$ cat src/rtl/placar_pkg.sv
// Shared types and constants for the scoreboard read-modify-write sequencer.
package placar_pkg;

   localparam int LARGURA_PADRAO    = 8;
   localparam int MAX_PLACAR_PADRAO = 199;

   // Sequencer phases: arbitrate, read, add, wait for register capture, verify.
   typedef enum logic [2:0] {
      OCIOSO   = 3'd0,
      LE       = 3'd1,
      SOMA     = 3'd2,
      ESCREVE  = 3'd3,
      VERIFICA = 3'd4
   } estado_t;

   // Point opcodes coming from the button logic.
   localparam logic [1:0] PONTO_ESTORNO = 2'b00;
   localparam logic [1:0] PONTO_1       = 2'b01;
   localparam logic [1:0] PONTO_2       = 2'b10;
   localparam logic [1:0] PONTO_3       = 2'b11;

   // Which score register(s) the current operation touches.
   typedef enum logic [1:0] {
      ALVO_A     = 2'd0,
      ALVO_B     = 2'd1,
      ALVO_AMBOS = 2'd2
   } alvo_t;

endpackage

$ cat src/rtl/somador_saturado.sv
// Shared score adder: +1/+2/+3 clamped at the ceiling, estorno floored at zero.
module somador_saturado
   import placar_pkg::*;
#(
   parameter int LARGURA = LARGURA_PADRAO
) (
   input  logic [LARGURA-1:0] atual,
   input  logic [1:0]         pontos,
   input  logic [LARGURA-1:0] max,
   output logic [LARGURA-1:0] resultado
);

   // Two extra bits so the sum can never wrap before it is clamped.
   logic [LARGURA+1:0] soma_larga;

   // Select between floored decrement and clamped increment.
   always_comb begin
      soma_larga = {2'b00, atual} + {{LARGURA{1'b0}}, pontos};
      resultado  = atual;
      if (pontos == PONTO_ESTORNO) begin
         resultado = (atual == '0) ? '0 : (atual - LARGURA'(1));
      end else if (soma_larga > {2'b00, max}) begin
         resultado = max;
      end else begin
         resultado = soma_larga[LARGURA-1:0];
      end
   end

endmodule

$ cat src/rtl/placar_controlador.sv
// Arbitrates team A/B point requests and clears, runs one read-add-write-verify
// pass per operation through a single shared saturating adder.
module placar_controlador
   import placar_pkg::*;
#(
   parameter int                 LARGURA    = LARGURA_PADRAO,
   parameter logic [LARGURA-1:0] MAX_PLACAR = LARGURA'(MAX_PLACAR_PADRAO)
) (
   input  logic               clock,
   input  logic               reset,
   input  logic               req_a,
   input  logic [1:0]         pontos_a,
   input  logic               req_b,
   input  logic [1:0]         pontos_b,
   input  logic               zerar,
   input  logic [LARGURA-1:0] saida_a,
   input  logic [LARGURA-1:0] saida_b,
   output logic [LARGURA-1:0] entrada_a,
   output logic [LARGURA-1:0] entrada_b,
   output logic               ack_a,
   output logic               ack_b,
   output logic               ack_zerar,
   output logic               ocupado,
   output logic               erro_a,
   output logic               erro_b
);

   estado_t            estado_q, estado_d;
   alvo_t              alvo_q, alvo_d;
   alvo_t              ultimo_q, ultimo_d;
   logic [1:0]         pontos_q, pontos_d;
   logic [LARGURA-1:0] atual_q, atual_d;
   logic [LARGURA-1:0] resultado_q, resultado_d;
   logic [LARGURA-1:0] entrada_a_q, entrada_a_d;
   logic [LARGURA-1:0] entrada_b_q, entrada_b_d;
   logic               erro_a_q, erro_a_d;
   logic               erro_b_q, erro_b_d;
   logic [LARGURA-1:0] soma;

   somador_saturado #(.LARGURA(LARGURA)) u_somador (
      .atual     (atual_q),
      .pontos    (pontos_q),
      .max       (MAX_PLACAR),
      .resultado (soma)
   );

   // Next-state logic: arbitration in OCIOSO, then the fixed four-step pass.
   always_comb begin
      estado_d    = estado_q;
      alvo_d      = alvo_q;
      ultimo_d    = ultimo_q;
      pontos_d    = pontos_q;
      atual_d     = atual_q;
      resultado_d = resultado_q;
      entrada_a_d = entrada_a_q;
      entrada_b_d = entrada_b_q;
      erro_a_d    = erro_a_q;
      erro_b_d    = erro_b_q;
      case (estado_q)
         OCIOSO: begin
            // Clear wins; pending reqs stay high and are served afterwards.
            if (zerar) begin
               alvo_d   = ALVO_AMBOS;
               estado_d = LE;
            end else if (req_a && (!req_b || ultimo_q == ALVO_B)) begin
               alvo_d   = ALVO_A;
               ultimo_d = ALVO_A;
               pontos_d = pontos_a;
               estado_d = LE;
            end else if (req_b) begin
               alvo_d   = ALVO_B;
               ultimo_d = ALVO_B;
               pontos_d = pontos_b;
               estado_d = LE;
            end
         end
         LE: begin
            atual_d  = (alvo_q == ALVO_B) ? saida_b : saida_a;
            estado_d = SOMA;
         end
         SOMA: begin
            resultado_d = (alvo_q == ALVO_AMBOS) ? '0 : soma;
            if (alvo_q != ALVO_B) entrada_a_d = resultado_d;
            if (alvo_q != ALVO_A) entrada_b_d = resultado_d;
            estado_d = ESCREVE;
         end
         ESCREVE: begin
            // The score register captures entrada at the end of this cycle.
            estado_d = VERIFICA;
         end
         VERIFICA: begin
            if (alvo_q != ALVO_B && saida_a != resultado_q) erro_a_d = 1'b1;
            if (alvo_q != ALVO_A && saida_b != resultado_q) erro_b_d = 1'b1;
            estado_d = OCIOSO;
         end
         default: estado_d = OCIOSO;
      endcase
   end

   // State and output registers; reset aborts any pass and zeroes the drives.
   always_ff @(posedge clock) begin
      if (reset) begin
         estado_q    <= OCIOSO;
         alvo_q      <= ALVO_A;
         ultimo_q    <= ALVO_B;
         pontos_q    <= PONTO_ESTORNO;
         atual_q     <= '0;
         resultado_q <= '0;
         entrada_a_q <= '0;
         entrada_b_q <= '0;
         erro_a_q    <= 1'b0;
         erro_b_q    <= 1'b0;
      end else begin
         estado_q    <= estado_d;
         alvo_q      <= alvo_d;
         ultimo_q    <= ultimo_d;
         pontos_q    <= pontos_d;
         atual_q     <= atual_d;
         resultado_q <= resultado_d;
         entrada_a_q <= entrada_a_d;
         entrada_b_q <= entrada_b_d;
         erro_a_q    <= erro_a_d;
         erro_b_q    <= erro_b_d;
      end
   end

   assign entrada_a = entrada_a_q;
   assign entrada_b = entrada_b_q;
   assign erro_a    = erro_a_q;
   assign erro_b    = erro_b_q;
   assign ocupado   = (estado_q != OCIOSO);
   assign ack_a     = (estado_q == VERIFICA) && (alvo_q == ALVO_A);
   assign ack_b     = (estado_q == VERIFICA) && (alvo_q == ALVO_B);
   assign ack_zerar = (estado_q == VERIFICA) && (alvo_q == ALVO_AMBOS);

endmodule
$ cat config.mk
export PLATFORM = sky130hd
export DESIGN_NAME = placar_controlador
export DESIGN_NICKNAME = d
export VERILOG_FILES = /design/src/rtl/placar_pkg.sv /design/src/rtl/somador_saturado.sv /design/src/rtl/placar_controlador.sv
export SDC_FILE = /design/constraint.sdc
export NUM_CORES = 1
export LEC_CHECK = 0
export BUFFER_PORTS_ARGS = -buffer_cell sky130_fd_sc_hd__buf_2
export CAP_MARGIN = 20
export CORE_MARGIN = 8
export CORE_UTILIZATION = 25
export DETAILED_ROUTE_END_ITERATION = 10
export GPL_TIMING_DRIVEN = 1
export SYNTH_ARGS = -nofsm -noshare
export SYNTH_HDL_FRONTEND = slang
export SYNTH_SLANG_ARGS = --single-unit
$ cat constraint.sdc
create_clock -name clock -period 3.7 [get_ports clock]
set_input_delay 0.74 -clock clock [delete_from_list [all_inputs] [get_ports clock]]
set_output_delay 0.74 -clock clock [all_outputs]
set_load 0.05 [all_outputs]
Word-level counts from Yosys, hierarchy flattened --
Index checks and enable logic that the tools add are counted. Widths: inputs -> output; s select.
Operators by class: equal/unequal tests 11, add/sub/neg operators 2, $lt $le $gt $ge 1, mux-type cells 14, bitwise logic cells 1, reductions and logical operators 22
Operators by type and width (count):
- $mux 8 | 5
- $ne 8x8->1 | 2
- $pmux 3 s4 | 1
- $gt 10x8->1 const B | 1
- $mux 2 | 5
- $reduce_and 2->1 | 5
- $add 8x2->9 | 1
- $mux 3 | 3
- $logic_not 8->1 | 1
- $sub 8x1->8 const B | 1
- $eq 3x2->1 const B | 2
- $logic_and 1x1->1 | 6
- $reduce_bool 3->1 | 2
- $eq 2x1->1 const B | 2
- $logic_not 2->1 | 2
- $ne 4x4->1 const B | 1
- $reduce_bool 2->1 | 2
- $eq 3x1->1 const B | 1
- $eq 3x3->1 const B | 1
- $logic_not 3->1 | 1
- $reduce_and 3->1 | 1
- $eq 2x2->1 const B | 1
- $ne 2x1->1 const B | 1
- $logic_not 1->1 | 1
- other kinds (2) | 2
Storage, ports and cells: output and inout port bits 22, bits in registers 43, bits of input ports 25, logic and storage cells 61

Logic depth before layout (Yosys ltp) --
word-level depth 6, gate-level depth with buffers 9, mapped depth without buffers 8

Modules after synthesis --
Synthesis repeated with hierarchy kept, for this count alone.
Second synthesis, totals: cell total of the unflattened synthesis 352, area total of the unflattened synthesis 2806.4 um2
Modules (own cells, without submodules):
- placar_controlador | sequential area each 840.8 um2, cells an instance 237, area an instance 2011.9 um2, times used 1
- somador_saturado | sequential area each 0.0 um2, cells an instance 115, area an instance 794.5 um2, times used 1

Least setup slack after synthesis --
Ideal clock, no wire load.
path type reg2out, start register estado_q[1], end output port ack_a, data required time 2960 ps, path buffers 1, cell stages (with the launch flop) 5, arrival 1707 ps, path slack 1253 ps, cell sequence dfxtp_1 clkbuf_1 nor2_1 nand2_1 nor3_1
Between the ends: longest elaborated chain between the ends 2
Ends and longest elaborated chain:
- start: declaration | RTL line placar_controlador.sv:28 | estado_t estado_q, estado_d;
- start signal: assignment | RTL line placar_controlador.sv:114 | estado_q <= estado_d;
- $eq 3x3->1 | RTL line placar_controlador.sv:132 | assign ack_a = (estado_q == VERIFICA) && (alvo_q == ALVO_A);
- $logic_and 1x1->1 | RTL line placar_controlador.sv:132
- end: declaration | RTL line placar_controlador.sv:20 | output logic ack_a,
No other way between the ends.

Worst setup path in the final report --
start register atual_q[0], end register entrada_a_q[0] (netlist: entrada_a[0])
Between the ends: longest elaborated chain between the ends 5, elaborated cells between the ends (all ways) 8, classes of those cells add/sub (2); order compare (1); mux (4); reduce/logical (1)
Ends and longest elaborated chain:
- start: declaration | RTL line placar_controlador.sv:32 | logic [LARGURA-1:0] atual_q, atual_d;
- start signal: assignment | RTL line placar_controlador.sv:118 | atual_q <= atual_d;
- $add 8x2->9 | RTL line somador_saturado.sv:18 | soma_larga = {2'b00, atual} + {{LARGURA{1'b0}}, pontos};
- $gt 10x8->1 | RTL line somador_saturado.sv:22 | end else if (soma_larga > {2'b00, max}) begin
- $mux 8 | RTL line somador_saturado.sv:22
- $mux 8 * | RTL line somador_saturado.sv:20 | if (pontos == PONTO_ESTORNO) begin
- $mux 8 * | RTL line placar_controlador.sv:82 | resultado_d = (alvo_q == ALVO_AMBOS) ? '0 : soma;
- end signal: assignment | RTL line placar_controlador.sv:120 | entrada_a_q <= entrada_a_d;
- end: declaration | RTL line placar_controlador.sv:34 | logic [LARGURA-1:0] entrada_a_q, entrada_a_d;
Every way passes the cells marked *; elsewhere a longest branch is shown, timed or not. A chain may end at the register's enable or synchronous reset.

==> metrics.md <==
| Metric | Value |
|---|---|
| Power Internal | approximately 0.90 mW |
| Largest net degree at the start of global routing | 47 |
| Hold Crit Class | reg2reg |
| Diodes inserted | 0 |
| Postcts setup bufs | 0 |
| Vias post-DR | roughly 2,400 |
| H-Tree Depth | 2 |
| Num CTS Buffers | 5 |
| DR iter-0 viols | roughly 180 |
| Clock power frac | between 30% and 40% |
| First-pass GRT wire length | 11,800 um |
| Synth Register Bits | 42 |
| Lkg Pwr | 1.24 nW |
| Die X | approximately 110 um |
| CTS tree | built |
| Final core occ | between 20% and 30% |
| Final nets | approximately 370 |
| Number of global-route vias before repair | about 2,300 |
| Post-synth net total | approximately 330 |
| Tcrit/Tclk final | 74.3% |
| Max IR drop VDD | 246 uV |
| Comb power frac | 28.8% |
| Synth Area per Inst | between 7 and 8 um2 |
| Max Slew Vio Count | 0 |
| Max Freq | between 300 and 400 MHz |
| Worst Tran Pin Value | a little over 0.8 ns |
| Final cell count without fillers | 471 |
| Warnings, synthesis | 0 |
| Hold Path Sink | entrada_b[2]$_SDFFE_PP0P_ |
| Mux cell area share after synthesis | between 2 and 2.5% |
| Most frequent cells in the layout | nor2_1 (48), buf_2 (46), dfxtp_1 (42) |
| Synth Area in Compound Gates | around 22% |
| Post-synthesis xor/xnor area fraction | under 10% |
| Critical path type | reg2reg |
| Max Cap Viol | 0 |
| Minimum clock period | 2.75 ns |
| Layout area overhead | 18.5% |
| NetSw | slightly below 0.5 mW |
| Ys flop type | dfxtp_1 |
| Seq/Total Area, Yosys | about a third |
| Flop pwr share | roughly two fifths |
| Die H | roughly 110 um |
| Hold Fails Final Rpt | 0 |
| Area after DPL | between 0.002 and 0.003 mm2 |
| Vias per std cell | around 5.0 |
| RSZ-0062 raised after global routing | no |
| Initial antenna violation count | 0 |
| Final non-filler cell area | around 0.0029 mm2 |
| Worst slew margin | a little under half |
| Post-synth EDFFs | 0 |
| R2R Path Start | atual_q[0]$_SDFFE_PP0N_ |
| Post-synthesis instance total | around 300 |
| Filler cells | about 1,000 |
| Simple-Gate Fraction of Synth Area | between 20% and 30% |
| Pre-antenna DRT Iters | 5 |
| Worst Hold Launch | entrada_b[2]$_SDFFE_PP0P_ |
| DRC | 0 |
| Reg2reg path depth | 8 |
| Worst reg2reg setup slack | roughly 0.95 ns |
| Root Buffer | clkbuf_8 |
| Total power per unit cell area | between 400 and 500 mW/mm2 |
| Sinks on Clock Net | 42 |
| Switch share | between 30% and 40% |
| Initial Utilization | approximately 25% |
| Placer congestion estimate | ~0.9 |
| CP required | around 3.9 ns |
| CTS resizes | 0 |
| Mapped Area | 0.00242 mm2 |
| Adder-Cell Fraction of Synth Area | under 10% |
| Commonest non-fill, non-tap cell in the layout | nor2_1 |
| Final ANT Viol Nets | 0 |
| Port-buffer cells | between 40 and 50 |
| Row Count | 36 |
| Detailed Route WL | 7220 um |
| Crit path arrival time | 2.95 ns |
| Reg-to-reg endpoint | entrada_a[0]$_SDFFE_PP0P_ |
| Maximum clock path buffer count | 2 |
| GRT Util Overall | between 10 and 15% |
| Share of cells above drive strength 1 | about 17% |
| Placed Instances | ~460 |
| Clock Latency Late Sink | roughly 0.30 ns |
| Max Clock Skew | ~0.01 ns |
| Clock transition at path regs | about 0.09 ns |
| GRT Residual Overflow | 0 |
| Post-detailed-route wirelength per cell | around 15 um |
| Synth unique cells | between 40 and 50 |
| CTS Hold Bufs | 0 |
| Io pins | 47 |
| Main combinational cell family by area after synthesis | simple AND/OR/NAND/NOR gates |
| Worst hold stages | 2 |
| CP startpoint kind | register |
| Final setup violation count | 0 |
| Async S/R FF share, synth | 0% |
| Crit end category | register |
| Status | finished clean |
| Core Footprint | ~0.0096 mm2 |
| Total negative setup slack | 0 ns |
| HPWL Detailed | around 5500 um |
| Die area | 0.0131 mm2 |
| Crit Path Max Fanout | 11 |
## layer usage
layer | global-route usage [%] | up-vias | share of wire [%]
met3 | 2.00 | 8 | 4.5
met2 | 18.9 | 77 | 49
met5 | 0 | - | 0
met4 | 3.90 | 0 | 1.3
met1 | 14.4 | 1133 | 46
li1 | - | 1155 | -
## critical path, cell delays in order, from the launching register on
cell and delay (ns):
dfxtp_1 0.38, ha_1 0.24, fa_1 0.55, or3_4 0.39, a211oi_2 0.20, a21oi_1 0.07
o31a_1 0.37, o211a_1 0.27, a21o_1 0.18
## cells by family after synthesis
family                   after synthesis
AO/OA/AOI/OAI                         74
adder cells (fa/ha/maj)                5
multiplexers                           5
AND/OR/NAND/NOR                      130
flip-flops                            42
buffers and inverters                 27
XOR/XNOR                              21
## cells in the mapped netlist (all sizes together) (8+ instances only)
cell type | n | area [um2]
nor2 | 48 | 180
dfxtp | 42 | 841
nand2 | 27 | 101
xor2 | 19 | 166
o21ai | 16 | 80.1
clkbuf | 14 | 52.6
nor3b | 10 | 75.1
a211oi | 9 | 72.6
a21oi | 9 | 45.0
a21o | 8 | 60.1
a311oi | 8 | 70.1
nor3 | 8 | 40.0
## power groups by stage
stage / Combinational, mW / Clock [mW] / Sequential, mW
6_report: 0.402 / 0.443 / 0.551
3_3_place_gp: 0.398 / 0 / 0.560
2_1_floorplan: 0.290 / 0 / 0.557
4_1_cts: 0.401 / 0.447 / 0.550
5_1_grt: 0.446 / 0.468 / 0.559
3_5_place_dp: 0.399 / 0 / 0.560
## worst max path at each step
stage	from	end	slack (ns)	depth (start not counted)
final	atual_q[0]$_SDFFE_PP0N_	entrada_a[0]$_SDFFE_PP0P_	0.95	8
after global routing	atual_q[0]$_SDFFE_PP0N_	entrada_a[3]$_SDFFE_PP0P_	0.78	8
after CTS	atual_q[0]$_SDFFE_PP0N_	entrada_a[0]$_SDFFE_PP0P_	0.98	8
after detailed placement	atual_q[0]$_SDFFE_PP0N_	resultado_q[1]$_SDFFE_PP0P_	0.99	8
after global placement	atual_q[0]$_SDFFE_PP0N_	entrada_b[1]$_SDFFE_PP0P_	1.06	8
after floorplan	estado_q[1]$_SDFFE_PP0P_	ack_a	1.25	4
## stage by stage
step,total power [mW],worst slack [ns],hold WS (ns)
2_1_floorplan,0.847,1.25,0.472
3_3_place_gp,0.958,1.06,0.447
3_5_place_dp,0.959,0.989,0.449
4_1_cts,1.40,0.978,0.462
5_1_grt,1.47,0.777,0.494
6_report,1.40,0.949,0.464
## layout make-up
type	count	area, um2	area share (%)
Timing Repair Buffer	47	238	8.29
Multi-Input combinational cell	235	1460	51.0
Clock buffer	5	68.8	2.40
Inverter	6	22.5	0.786
Sequential cell	42	841	29.3
Clock inverter	3	68.8	2.40
Tap cell	133	166	5.81
## state kept, by name, indices dropped and copies added (netlist names)
register,count
estado_q,3
entrada_b,8
erro_b,1
entrada_a,8
pontos_q,2
ultimo_q,1
alvo_q,2
erro_a,1
resultado_q,8
atual_q,8
Power figures use the tool's default switching activity.
